--- config.mk ---
export PLATFORM = sky130hd
export DESIGN_NAME = seq_divider
export DESIGN_NICKNAME = d
export VERILOG_FILES = /design/src/rtl/seq_divider_pkg.sv /design/src/rtl/seq_divider_ripple_sub.sv /design/src/rtl/seq_divider.sv
export SDC_FILE = /design/constraint.sdc
export NUM_CORES = 1
export LEC_CHECK = 0
export ABC_AREA = 1
export CAP_MARGIN = 15
export CORE_UTILIZATION = 60
export DETAILED_ROUTE_END_ITERATION = 10
export DONT_BUFFER_PORTS = 1
export PLACE_DENSITY_LB_ADDON = 0.1
export SYNTH_ARGS = -nofsm -noshare
export SYNTH_HDL_FRONTEND = slang
export SYNTH_HIERARCHICAL = 1
export SYNTH_SLANG_ARGS = --single-unit
--- constraint.sdc ---
create_clock -name clk -period 37.1 [get_ports clk]
set_input_delay 5.565 -clock clk [delete_from_list [all_inputs] [get_ports clk]]
set_output_delay 5.565 -clock clk [all_outputs]
set_load 0.005 [all_outputs]
--- src/rtl/seq_divider_pkg.sv ---
// ============================================================================
// Module   : seq_divider_pkg
// Purpose  : Shared op and state encodings for the sequential RV32M divider.
// Revision : 1.0
// ============================================================================
`default_nettype none

package seq_divider_pkg;

    // Operation codes, identical to funct3[1:0] of the RV32M divide group
    localparam logic [1:0] DIV_OP_DIV  = 2'b00;
    localparam logic [1:0] DIV_OP_DIVU = 2'b01;
    localparam logic [1:0] DIV_OP_REM  = 2'b10;
    localparam logic [1:0] DIV_OP_REMU = 2'b11;

    typedef enum logic [1:0] {
        S_IDLE = 2'd0,
        S_CALC = 2'd1,
        S_FIX  = 2'd2,
        S_DONE = 2'd3
    } div_state_t;

    function automatic logic op_is_signed(input logic [1:0] op);
        return (op == DIV_OP_DIV) || (op == DIV_OP_REM);
    endfunction

    function automatic logic op_is_rem(input logic [1:0] op);
        return (op == DIV_OP_REM) || (op == DIV_OP_REMU);
    endfunction

endpackage

`default_nettype wire

--- src/rtl/seq_divider_ripple_sub.sv ---
// ============================================================================
// Module   : ripple_sub
// Purpose  : Ripple-carry subtractor diff = x - y; nborrow=1 when x >= y.
// Revision : 1.0
// ============================================================================
`default_nettype none

module ripple_sub #(
    parameter int N = 31
) (
    input  logic [N:0] x,
    input  logic [N:0] y,
    output logic [N:0] diff,
    output logic       nborrow
);

    logic [N+1:0] w_carry;

    // x + ~y + 1: the final carry out is the inverted borrow
    assign w_carry[0] = 1'b1;

    for (genvar i = 0; i <= N; i++) begin : g_fa
        logic w_p;
        assign w_p          = x[i] ^ ~y[i];
        assign diff[i]      = w_p ^ w_carry[i];
        assign w_carry[i+1] = (x[i] & ~y[i]) | (w_carry[i] & w_p);
    end

    assign nborrow = w_carry[N+1];

endmodule

`default_nettype wire

--- src/rtl/seq_divider.sv ---
// ============================================================================
// Module   : seq_divider
// Purpose  : Multi-cycle restoring divider for DIV/DIVU/REM/REMU, one quotient
//            bit per cycle. Macro DIV_FAST_SPECIAL_EN skips CALC for b=0 and
//            signed overflow.
// Revision : 1.0
// ============================================================================
`default_nettype none

module seq_divider
    import seq_divider_pkg::*;
#(
    parameter int N = 31
) (
    input  logic       clk,
    input  logic       rst,
    input  logic       start,
    input  logic [1:0] op,
    input  logic [N:0] a,
    input  logic [N:0] b,
    output logic       busy,
    output logic       done,
    output logic [N:0] result
);

    localparam int         CNT_W    = (N > 0) ? $clog2(N + 1) : 1;
    localparam logic [N:0] SIGN_MIN = {1'b1, {N{1'b0}}};

    div_state_t       r_state;
    logic [1:0]       r_op;
    logic [N:0]       r_quo;
    logic [N:0]       r_rem;
    logic [N:0]       r_b_mag;
    logic [N:0]       r_a_raw;
    logic [CNT_W-1:0] r_cnt;
    logic             r_qneg;
    logic             r_rneg;
    logic             r_div0;
    logic             r_ovf;
    logic             r_busy;
    logic             r_done;
    logic [N:0]       r_result;

    logic             w_signed;
    logic [N:0]       w_a_mag;
    logic [N:0]       w_b_mag;
    logic             w_div0;
    logic             w_ovf;
    logic [N:0]       w_rem_sh;
    logic [N:0]       w_diff;
    logic             w_nborrow;
    logic             w_ge;
    logic [N:0]       w_fix_q;
    logic [N:0]       w_fix_r;
    logic [N:0]       w_fix;

    assign w_signed = op_is_signed(op);
    assign w_a_mag  = (w_signed && a[N]) ? (~a + 1'b1) : a;
    assign w_b_mag  = (w_signed && b[N]) ? (~b + 1'b1) : b;
    assign w_div0   = (b == '0);
    assign w_ovf    = w_signed && (a == SIGN_MIN) && (b == '1);

`ifdef DIV_FAST_SPECIAL_EN
    logic w_special;
    assign w_special = w_div0 | w_ovf;
`endif

    // A set remainder MSB means the shifted value exceeds any n+1-bit divisor
    assign w_rem_sh = {r_rem[N-1:0], r_quo[N]};
    assign w_ge     = w_nborrow | r_rem[N];

    ripple_sub #(.N(N)) u_sub (
        .x       (w_rem_sh),
        .y       (r_b_mag),
        .diff    (w_diff),
        .nborrow (w_nborrow)
    );

    always_comb begin
        w_fix_q = r_qneg ? (~r_quo + 1'b1) : r_quo;
        w_fix_r = r_rneg ? (~r_rem + 1'b1) : r_rem;
        if (r_div0) begin
            w_fix_q = '1;
            w_fix_r = r_a_raw;
        end else if (r_ovf) begin
            w_fix_q = r_a_raw;
            w_fix_r = '0;
        end
        w_fix = op_is_rem(r_op) ? w_fix_r : w_fix_q;
    end

    always_ff @(posedge clk or negedge rst) begin
        if (!rst) begin
            r_state  <= S_IDLE;
            r_op     <= '0;
            r_quo    <= '0;
            r_rem    <= '0;
            r_b_mag  <= '0;
            r_a_raw  <= '0;
            r_cnt    <= '0;
            r_qneg   <= 1'b0;
            r_rneg   <= 1'b0;
            r_div0   <= 1'b0;
            r_ovf    <= 1'b0;
            r_busy   <= 1'b0;
            r_done   <= 1'b0;
            r_result <= '0;
        end else begin
            case (r_state)
                S_IDLE: begin
                    if (start) begin
                        r_op    <= op;
                        r_quo   <= w_a_mag;
                        r_b_mag <= w_b_mag;
                        r_a_raw <= a;
                        r_qneg  <= w_signed & (a[N] ^ b[N]);
                        r_rneg  <= w_signed & a[N];
                        r_rem   <= '0;
                        r_cnt   <= CNT_W'(N);
                        r_div0  <= w_div0;
                        r_ovf   <= w_ovf;
                        r_busy  <= 1'b1;
`ifdef DIV_FAST_SPECIAL_EN
                        r_state <= w_special ? S_FIX : S_CALC;
`else
                        r_state <= S_CALC;
`endif
                    end
                end
                S_CALC: begin
                    r_quo <= {r_quo[N-1:0], w_ge};
                    r_rem <= w_ge ? w_diff : w_rem_sh;
                    if (r_cnt == '0) begin
                        r_state <= S_FIX;
                    end else begin
                        r_cnt <= r_cnt - 1'b1;
                    end
                end
                S_FIX: begin
                    r_result <= w_fix;
                    r_busy   <= 1'b0;
                    r_done   <= 1'b1;
                    r_state  <= S_DONE;
                end
                S_DONE: begin
                    r_done  <= 1'b0;
                    r_state <= S_IDLE;
                end
                default: begin
                    r_state <= S_IDLE;
                end
            endcase
        end
    end

    assign busy   = r_busy;
    assign done   = r_done;
    assign result = r_result;

endmodule

`default_nettype wire

==> results of run 1 <==
[worst reg2reg max path, delay by kind of cell, from the launching register on]
kind | cells | cell delay, ns
buffers and inverters | 5 | 1.04
AO/OA/AOI/OAI | 1 | 0.19
flip-flops | 1 | 0.42
adder cells (fa/ha/maj) | 32 | 12.11
AND/OR/NAND/NOR | 2 | 0.14
[flip-flops by register name, indices dropped and copies added (netlist names)]
register and count:
busy 1, r_quo 32, r_div0 1, r_ovf 1
r_qneg 1, r_cnt 5, r_state 2, done 1
r_rem 32, r_a_raw 32, r_op 1, r_b_mag 32
result 32, r_rneg 1
[cells in the final DEF (no fill, tap or decap), types with 4 or more instances in the layout]
| cell type | instances |
|---|---|
| a211oi_1 | 4 |
| a21oi_1 | 107 |
| buf_4 | 15 |
| clkbuf_16 | 17 |
| dfrtp_1 | 174 |
| fa_1 | 31 |
| ha_1 | 12 |
| inv_1 | 223 |
| inv_2 | 11 |
| inv_6 | 4 |
| nand2_1 | 482 |
| nand2_2 | 17 |
| nand3_1 | 185 |
| nand3_2 | 5 |
| nand3b_1 | 4 |
| nand4_1 | 30 |
| nor2_1 | 159 |
| nor2_2 | 11 |
| nor2_4 | 11 |
| nor3_1 | 24 |
| nor4_1 | 4 |
| o211ai_1 | 13 |
| o21ai_0 | 192 |
| o21ai_1 | 13 |
| o21ai_2 | 4 |
| o22ai_1 | 32 |
| xnor2_1 | 5 |
| xor2_1 | 16 |
[cell type report]
class,count,area share [%]
multi-input combinational,1382,53.3
timing repair buffer,15,0.843
clock inverter,10,0.609
sequential,174,32.6
clock buffer,20,3.50
inverter,235,6.61
tap,270,2.53
[through the flow]
step | cells | worst slack [ns] | util (%)
2_1_floorplan | 1870 | 24.37 | -
3_3_place_gp | 2076 | 23.50 | 62.5
3_5_place_dp | 2076 | 23.32 | 62.5
4_1_cts | 2106 | 23.23 | 65.1
5_1_grt | 2106 | 22.58 | 65.1
6_report | 2106 | 23.11 | 65.1
[per-layer routing]
layer  wire (um)  vias to the layer above  share of wire (%)
li1            -                     6017                  -
met1       16600                     6000                 43
met2       17300                      627                 44
met3        3640                      108                9.3
met4        1440                        0                3.7
met5           0                        -                  0
[where the power goes]
group | switching [mW] | internal [mW]
sequential | 0.0948 | 0.282
clock | 0.0825 | 0.0917
combinational | 0.446 | 0.228
[cell families after synthesis]
kind of cell,count (synthesis),share of synthesized area [%]
compound gates,377,15.9
buf+inv,314,9.74
flops,174,34.3
xor+xnor,21,1.45
fa+ha+maj,43,6.07
simple gates,941,32.6
[final timing paths]
kind / start / to / depth (start not counted)
max: r_quo[31]$_DFFE_PN0P_ / r_rem[2]$_DFFE_PN0P_ / 40
min: r_b_mag[13]$_DFFE_PN0P_ / r_b_mag[13]$_DFFE_PN0P_ / 2
max reg2reg: r_quo[31]$_DFFE_PN0P_ / r_rem[2]$_DFFE_PN0P_ / 40
min reg2reg: r_b_mag[13]$_DFFE_PN0P_ / r_b_mag[13]$_DFFE_PN0P_ / 2
max in group asynchronous: rst / r_quo[22]$_DFFE_PN0P_ / 0
min in group asynchronous: rst / r_b_mag[22]$_DFFE_PN0P_ / 0
==> results.txt, run 1 <==
Placed Instance Area: 0.0128 mm^2
Pin count of the biggest net entering global routing: 175
Setup TNS: 0 ns
Hold_ws: 0.494 ns
WL final: 39000 um
Detailed-router iteration count before antenna repair: 6
Total CTS buffers: 17
Synth area leader: dfrtp_1
Lkg Pwr: 6.50 nW
Relative slew slack: 25.4%
Ports: 103
Drt wl/cell: 18.5 um
Met2 usage: 55.5%
WP data arrival: 14.34 ns
I/O Buffers: 0
Met1 Use GR: 53.5%
Clock Pin Slew Worst Setup and Hold Paths: 0.07 ns
Fin. max-slew vios: 0
Overall power: 1.23 mW
Post-CTS setup buffer count: 0
Fraction of layout cells with a size suffix above 1: 6.15%
Worst Tran Pin Value: 1.12 ns
Period utilization: 37.7%
Initial antenna violation count: 0
P&R area growth vs syn: 5.20%
Commonest cells post-synth: nand2_1, inv_1, o21ai_0
Via/cell ratio: 6.06
Post-synth EDFFs: 0
Critical path endpoint category: flop
Final instance area: 0.0134 mm^2
Area of the multi-input gates: 0.00712 mm^2
Startpoint types: flop
GRT Max-Usage Layer: met2
Die Ht: 147 um
Cells after Synth: 1870
Cell Area, Synth: 0.0127 mm^2
Initial DRC Count: 1413
Sequential share of the synthesized area: 34.3%
Setup Viol. Count Final: 0
DRC Markers: 0
Nets: 1937
Number of synthesized register bits: 174
Post-CTS Hold Buffers: 0
Die Wd: 147 um
RSZ-0062 raised after global routing: false
Worst path top cell family by delay: adder cells
Initial Util: 61.9%
CP Max Fanout: 33
Cell repeated most along the worst path: fa_1
Post-Syn Area per Cell: 6.79 um^2
Clk sinks: 174
Crit path buf inv count: 5
Largest cells by area after synthesis: dfrtp_1, nand2_1, o21ai_0
Status: completed
Max Fclk: 0.0715 GHz
Register area: 0.00435 mm^2
Worst min path class: reg2reg
Routability Congestion: 1.00
Core area: 0.0205 mm^2
Post-synth top area share: 34.3%
Row count: 52
Layout Skew: 0.0128 ns
Routing usage on met3: 6.64%
First-pass GRT wire length: 62600 um
Grt ovf: 0
Slowest-stage cell, CP: inv_1
PD cells: 91.8 mW/mm^2
Peak supply drop: 0.0000894 V
Net Count, Synth: 1982
Asr flop ratio synth: 100%
Max cap viols: 0
Filler Cell Count: 1870
ANT cells: 0
Skew-Pair Late Insertion Delay: 0.44 ns
CTS Buffer Depth: 2
Post_cts resized: 0
Distinct cells, synth: 42
Number of global-route vias before repair: 11900
Final Hold Viols: 0
Die ar.: 0.0217 mm^2
Synth Warn #: 6
Slowest cell delay on critical path: 0.78 ns
Crit path time final: 13.99 ns
Antenna viol nets, final: 0
H-tree depth: 4
Required @ worst endpoint: 37.45 ns
Vias: 12800
Crit Path Category: reg2reg
GRT Util Overall: 37.1%
Most frequent cell after synthesis: nand2_1
CTS tree: built
Worst R2R Setup Slack: 23.11 ns
Hpwl dp: 28500 um
Ys flop type: dfrtp_1
Root buf cell: clkbuf_16
Note: power is estimated with default switching activity, not from simulation.
==> run 2, diff against run 1 <==
==> constraint.sdc (replaced) <==
create_clock -name clk -period 13.6 [get_ports clk]
set_input_delay 2.04 -clock clk [delete_from_list [all_inputs] [get_ports clk]]
set_output_delay 2.04 -clock clk [all_outputs]
set_load 0.005 [all_outputs]
==> run 2 against run 1 <==
Clock skew down 0.0033 ns. Critical path depth stayed put. Count of clock-buffer cells in the layout down 3. Global-route usage fell by 0.37 points. First-iteration DRC count is 2.6% lower. Die area stayed put. Largest cell class unchanged. Highest routed layer unchanged.
==> results.txt, run 2 (synthesized netlist as in run 1, its figures left out) <==
Pin count of the biggest net entering global routing: 175 (unchanged)
Layout Skew: 0.00956 ns (was 0.0128 ns)
Hold path endpoint: result[22]$_DFFE_PN0P_ (was r_b_mag[13]$_DFFE_PN0P_)
Final Hold Viols: 0 (unchanged)
Fraction of layout cells with a size suffix above 1: 6.90% (was 6.15%)
Drt wl/cell: 18.3 um (was 18.5 um)
Crit path buf inv count: 5 (unchanged)
Nets: 1941 (was 1937)
Final instance area: 0.0135 mm^2 (was 0.0134 mm^2)
Final WS setup: 0.404 ns (was 23.11 ns)
Routability Congestion: 0.979 (was 1.00)
Clk sinks: 174 (unchanged)
Worst R2R End: r_rem[17]$_DFFE_PN0P_ (was r_rem[2]$_DFFE_PN0P_)
Max Fclk: 0.0758 GHz (was 0.0715 GHz)
Worst path top cell family by delay: adder cells (unchanged)
Die ar.: 0.0217 mm^2 (unchanged)
Initial antenna violation count: 0 (unchanged)
Crit path time final: 13.20 ns (was 13.99 ns)
Number of global-route vias before repair: 11800 (was 11900)
Via/cell ratio: 6.05 (was 6.06)
Clock Pin Slew Worst Setup and Hold Paths: 0.07 ns (about the same)
Setup TNS: 0 ns (unchanged)
Cell repeated most along the worst path: fa_1 (unchanged)
Most frequent cells in the layout: nand2_1, inv_1, nand3_1 (was nand2_1, inv_1, o21ai_0)
Status: completed (unchanged)
DRC Markers: 0 (unchanged)
CTS Buffer Depth: 2 (unchanged)
Slowest cell delay on critical path: 0.41 ns (was 0.78 ns)
Pre-CTS WS: -0.00167 ns (was 23.32 ns)
Initial Util: 61.9% (unchanged)
Slowest-stage cell, CP: fa_1 (was inv_1)
Grt ovf: 0 (unchanged)
Setup Viol. Count Final: 0 (unchanged)
Overall power: 3.42 mW (was 1.23 mW)
Hold Crit Start: result[22]$_DFFE_PN0P_ (was r_b_mag[13]$_DFFE_PN0P_)
H-tree depth: 4 (unchanged)
WP data arrival: 13.52 ns (was 14.34 ns)
Post-CTS Hold Buffers: 0 (unchanged)
Placed Instance Area: 0.0128 mm^2 (about the same)
Peak supply drop: 0.000297 V (was 0.0000894 V)
Detailed-router iteration count before antenna repair: 6 (unchanged)
Hold_ws: 0.501 ns (was 0.494 ns)
Commonest non-fill, non-tap cell in the layout: nand2_1 (unchanged)
Hold Path Depth: 2 (unchanged)
P&R area growth vs syn: 6.19% (was 5.20%)
Startpoint types: flop (unchanged)
First-pass GRT wire length: 62100 um (was 62600 um)
CP Max Fanout: 18 (was 33)
Worst Tran Pin Value: 1.07 ns (was 1.12 ns)
Relative slew slack: 28.7% (was 25.4%)
Lkg Pwr: 6.54 nW (was 6.50 nW)
Die Wd: 147 um (unchanged)
Worst r2r src: r_quo[31]$_DFFE_PN0P_ (unchanged)
Row count: 52 (unchanged)
Worst min path class: reg2reg (unchanged)
Total CTS buffers: 17 (unchanged)
WL final: 38600 um (was 39000 um)
Worst r2r path cells: 40 (unchanged)
Max cap viols: 0 (unchanged)
GRT Util Overall: 36.8% (was 37.1%)
RSZ-0062 raised after global routing: false (unchanged)
Critical path endpoint category: flop (unchanged)
ANT cells: 0 (unchanged)
Required @ worst endpoint: 13.92 ns (was 37.45 ns)
Initial DRC Count: 1376 (was 1413)
Skew-Pair Late Insertion Delay: 0.44 ns (about the same)
PD cells: 254 mW/mm^2 (was 91.8 mW/mm^2)
Root buf cell: clkbuf_16 (unchanged)
Period utilization: 97.0% (was 37.7%)
Vias: 12800 (about the same)
Antenna viol nets, final: 0 (unchanged)
Ports: 103 (unchanged)
Hpwl dp: 28400 um (was 28500 um)
Die Ht: 147 um (unchanged)
Crit Path Category: reg2reg (unchanged)
Worst R2R Setup Slack: 0.40 ns (was 23.11 ns)
Fin. max-slew vios: 0 (unchanged)
I/O Buffers: 0 (unchanged)
Core area: 0.0205 mm^2 (unchanged)
CTS tree: built (unchanged)
run 2: cell types whose count changed in the layout (fill, tap and decap cells not counted), sizes merged:
cell	change
clkbuf	-3
clkinv	-1
buf	+4
bufinv	+2
inv	+3
run 2: per-layer routing:
layer / up-vias / GRT usage [%] / part of all wire [%]
li1: 6019 / - / -
met1: 6056 / 51.7 / 42
met2: 610 / 56.6 / 46
met3: 79 / 6.76 / 9.2
met4: 0 / 13.7 / 3.0
met5: - / 0 / 0
run 2: worst register-to-register path, delay by kind of cell (launching register included):
| family | cells | cell delay, ns |
|---|---|---|
| adders and majority gates | 32 | 11.88 |
| buffers and inverters | 5 | 0.43 |
| DFF | 1 | 0.40 |
| and+or+nand+nor | 1 | 0.09 |
| AOI/OAI and AO/OA | 2 | 0.29 |
run 2: through the flow:
| stage | utilization, % | instances |
|---|---|---|
| 2_1_floorplan | - | 1870 |
| 3_3_place_gp | 62.6 | 2079 |
| 3_5_place_dp | 62.6 | 2079 |
| 4_1_cts | 65.5 | 2110 |
| 5_1_grt | 65.8 | 2111 |
| 6_report | 65.8 | 2111 |
run 2: how the worst max path moves through the flow:
stage,slack [ns],endpoint,depth (start not counted),start
2_1_floorplan,0.87,r_rem[28]$_DFFE_PN0P_,41,r_quo[31]$_DFFE_PN0P_
3_3_place_gp,0.28,r_rem[5]$_DFFE_PN0P_,41,r_quo[31]$_DFFE_PN0P_
3_5_place_dp,-0.002,r_rem[17]$_DFFE_PN0P_,41,r_quo[31]$_DFFE_PN0P_
4_1_cts,0.09,r_rem[2]$_DFFE_PN0P_,40,r_quo[31]$_DFFE_PN0P_
5_1_grt,0.02,r_rem[22]$_DFFE_PN0P_,41,r_quo[31]$_DFFE_PN0P_
6_report,0.40,r_rem[17]$_DFFE_PN0P_,40,r_quo[31]$_DFFE_PN0P_
run 2: repair_timing:
item,4_1_cts,5_1_grt
setup buffers,0,1
gates resized for setup,3,21
setup endpoints to repair,19,33
run 2: power by group:
part	internal, mW	switching, mW	leakage [nW]
Clock	0.278	0.231	0.294
Sequential	0.770	0.254	2.15
Combinational	0.649	1.24	4.10
run 2: layout make-up:
cell class	instances	area, um^2
multi-input combinational	1382	7140
clock buffer	17	425
sequential	174	4360
clock inverter	14	175
timing repair buffer	19	163
fill	1890	7020
inverter	235	882
tap	270	338
==> run 3, diff against run 2 <==
--- a/config.mk
+++ b/config.mk
@@ -7,9 +7,10 @@
 export LEC_CHECK = 0
 export ABC_AREA = 1
 export CAP_MARGIN = 15
-export CORE_UTILIZATION = 60
+export CORE_UTILIZATION = 59
 export DETAILED_ROUTE_END_ITERATION = 10
 export DONT_BUFFER_PORTS = 1
+export GPL_TIMING_DRIVEN = 1
 export PLACE_DENSITY_LB_ADDON = 0.1
 export SYNTH_ARGS = -nofsm -noshare
 export SYNTH_HDL_FRONTEND = slang
==> constraint.sdc (replaced) <==
create_clock -name clk -period 10.6 [get_ports clk]
set_input_delay 1.59 -clock clk [delete_from_list [all_inputs] [get_ports clk]]
set_output_delay 1.59 -clock clk [all_outputs]
set_load 0.005 [all_outputs]
==> run 3 against run 2 <==
The flow now finishes with violations (setup timing). Count of clock-buffer cells in the layout stayed put. Combinational power is 41% higher. Hold slack worse by 0.011 ns. Maximum frequency is 9.6% higher. Sequential share of layout area is 0.79 points lower. First-iteration DRC count is 0.58% lower. Cell count is 0.62% higher. Clock skew is 0.0040 ns higher. Largest cell class unchanged. Highest routed layer unchanged.
==> results.txt, run 3 (synthesized netlist as in run 1, its figures left out) <==
Critical path endpoint category: flop (unchanged)
Detailed-router iteration count before antenna repair: 6 (unchanged)
Hold Crit Start: r_b_mag[13]$_DFFE_PN0P_ (was result[22]$_DFFE_PN0P_)
First-pass GRT wire length: 62300 um (was 62100 um)
WL final: 39100 um (was 38600 um)
Initial antenna violation count: 0 (unchanged)
Worst Tran Pin Value: 1.10 ns (was 1.07 ns)
Hold Path Depth: 2 (unchanged)
Final WS setup: -1.44 ns (was 0.404 ns)
Register area: 0.00435 mm^2 (was 0.00436 mm^2)
Lkg Pwr: 6.59 nW (was 6.54 nW)
PD cells: 336 mW/mm^2 (was 254 mW/mm^2)
Grt ovf: 0 (unchanged)
Worst R2R Setup Slack: -1.44 ns (was 0.40 ns)
Crit path time final: 12.04 ns (was 13.20 ns)
Cell repeated most along the worst path: fa_2 (was fa_1)
Pre-CTS WS: -1.43 ns (was -0.00167 ns)
Period utilization: 114% (was 97.0%)
Worst min path class: reg2reg (unchanged)
Sw power: 2.36 mW (was 1.72 mW)
Peak supply drop: 0.000389 V (was 0.000297 V)
Nets: 1948 (was 1941)
Hold path endpoint: r_b_mag[13]$_DFFE_PN0P_ (was result[22]$_DFFE_PN0P_)
Required @ worst endpoint: 10.96 ns (was 13.92 ns)
Sw Share: 50.9% (was 50.4%)
Routability Congestion: 0.960 (was 0.979)
Layout Skew: 0.0136 ns (was 0.00956 ns)
Initial Util: 60.2% (was 61.9%)
Core area: 0.0211 mm^2 (was 0.0205 mm^2)
GRT Util Overall: 36.4% (was 36.8%)
Die Wd: 149 um (was 147 um)
P&R area growth vs syn: 8.83% (was 6.19%)
Number of global-route vias before repair: 11900 (was 11800)
Pin count of the biggest net entering global routing: 175 (unchanged)
Worst r2r src: r_quo[31]$_DFFE_PN0P_ (unchanged)
I/O Buffers: 0 (unchanged)
CTS Buffer Depth: 2 (unchanged)
Clock Power Share: 14.2% (was 14.9%)
DRC Markers: 0 (unchanged)
Sequential power share: 28.5% (was 30.0%)
Max Fclk: 0.0831 GHz (was 0.0758 GHz)
Ports: 103 (unchanged)
Fin. max-slew vios: 0 (unchanged)
Slowest-stage cell, CP: dfrtp_1 (was fa_1)
Area of the multi-input gates: 0.00735 mm^2 (was 0.00714 mm^2)
Slowest cell delay on critical path: 0.40 ns (was 0.41 ns)
CTS tree: built (unchanged)
Post-layout util: 65.5% (was 65.8%)
Initial DRC Count: 1368 (was 1376)
Setup TNS: -45.30 ns (was 0 ns)
RSZ-0062 raised after global routing: true (was false)
Total CTS buffers: 17 (unchanged)
Most frequent cells in the layout: nand2_1, inv_1, nand3_1 (unchanged)
Via/cell ratio: 5.99 (was 6.05)
Root buf cell: clkbuf_16 (unchanged)
Startpoint types: flop (unchanged)
Worst R2R End: r_rem[10]$_DFFE_PN0P_ (was r_rem[17]$_DFFE_PN0P_)
ANT cells: 0 (unchanged)
Crit Path Category: reg2reg (unchanged)
Skew-Pair Late Insertion Delay: 0.45 ns (was 0.44 ns)
CP Max Fanout: 8 (was 18)
Vias: 12700 (was 12800)
WP data arrival: 12.40 ns (was 13.52 ns)
Clk sinks: 174 (unchanged)
Status: complete, but fails checks (was completed)
Relative slew slack: 26.6% (was 28.7%)
Fraction of layout cells with a size suffix above 1: 10.7% (was 6.90%)
H-tree depth: 4 (unchanged)
Max cap viols: 0 (unchanged)
Drt wl/cell: 18.4 um (was 18.3 um)
Combinational group share of total power: 57.3% (was 55.1%)
Commonest non-fill, non-tap cell in the layout: nand2_1 (unchanged)
Failing checks: setup timing
Die Ht: 149 um (was 147 um)
Final Hold Viols: 0 (unchanged)
Row count: 53 (was 52)
Overall power: 4.64 mW (was 3.42 mW)
Antenna viol nets, final: 0 (unchanged)
Clock Pin Slew Worst Setup and Hold Paths: 0.07 ns (about the same)
Hold_ws: 0.491 ns (was 0.501 ns)
Hpwl dp: 28200 um (was 28400 um)
Setup Viol. Count Final: 33 (was 0)
Worst r2r path cells: 41 (was 40)
Int Pwr: 2.28 mW (was 1.70 mW)
Die ar.: 0.0221 mm^2 (was 0.0217 mm^2)
Filler Cell Count: 1930 (was 1890)
-- run 3: cell count changes in the layout (fill, tap and decap cells not counted), moves of 4 or more --
cell and delta:
fa_1 -25, fa_2 +25, nor2_1 -11, nor2_2 +7, nor2_4 +4, o21ai_0 -25, o21ai_2 +21
-- run 3: critical path: cells and delay by family, from the launching register on --
kind	cells	cell delay, ns
buf+inv	6	0.51
simple gates	2	0.12
compound gates	1	0.16
fa+ha+maj	32	10.76
flops	1	0.40
-- run 3: routing by layer --
metal	share of wire, %	track usage, %
met4	2.8	12.3
met2	46	56.9
met5	0	0
met1	43	51.2
met3	8.1	6.17
-- run 3: layout make-up --
class                           count  share of cell area [%]
Clock buffer                       17                    3.08
Clock inverter                     15                    1.30
Inverter                          235                    6.42
Multi-Input combinational cell   1382                    53.2
Sequential cell                   174                    31.5
Tap cell                          275                    2.49
Timing Repair Buffer               26                    1.96
-- run 3: worst max-delay path by stage --
stage               depth (start not counted)             startpoint                    end
detailed placement                         40  r_quo[31]$_DFFE_PN0P_  r_rem[16]$_DFFE_PN0P_
CTS                                        41  r_quo[31]$_DFFE_PN0P_  r_rem[11]$_DFFE_PN0P_
finish                                     41  r_quo[31]$_DFFE_PN0P_  r_rem[10]$_DFFE_PN0P_
global route                               41  r_quo[31]$_DFFE_PN0P_  r_rem[10]$_DFFE_PN0P_
floorplan                                  40  r_quo[31]$_DFFE_PN0P_  r_rem[11]$_DFFE_PN0P_
global placement                           41  r_quo[31]$_DFFE_PN0P_   r_rem[1]$_DFFE_PN0P_
-- run 3: repair_timing --
action	4_1_cts	5_1_grt
gates resized for setup	40	27
endpoints found under the setup margin	33	33
hold endpoints to repair	0	0
hold buffers	0	0
pin swaps	3	10
buffers inserted	1	0
gates cloned	0	1
-- run 3: through the flow --
step,instance area (um^2),instances
floorplan,12800,1870
global route,13800,2124
CTS,13700,2123
finish,13800,2124
detailed placement,13000,2090
global placement,13000,2090
-- run 3: power by group through the flow --
stage	sequential, mW	clock (mW)	combinational [mW]
final	1.32	0.658	2.66
after global routing	1.36	0.685	3.00
after CTS	1.31	0.659	2.53
after detailed placement	1.32	0	2.44
after global placement	1.32	0	2.36
after floorplan	1.22	0	1.84
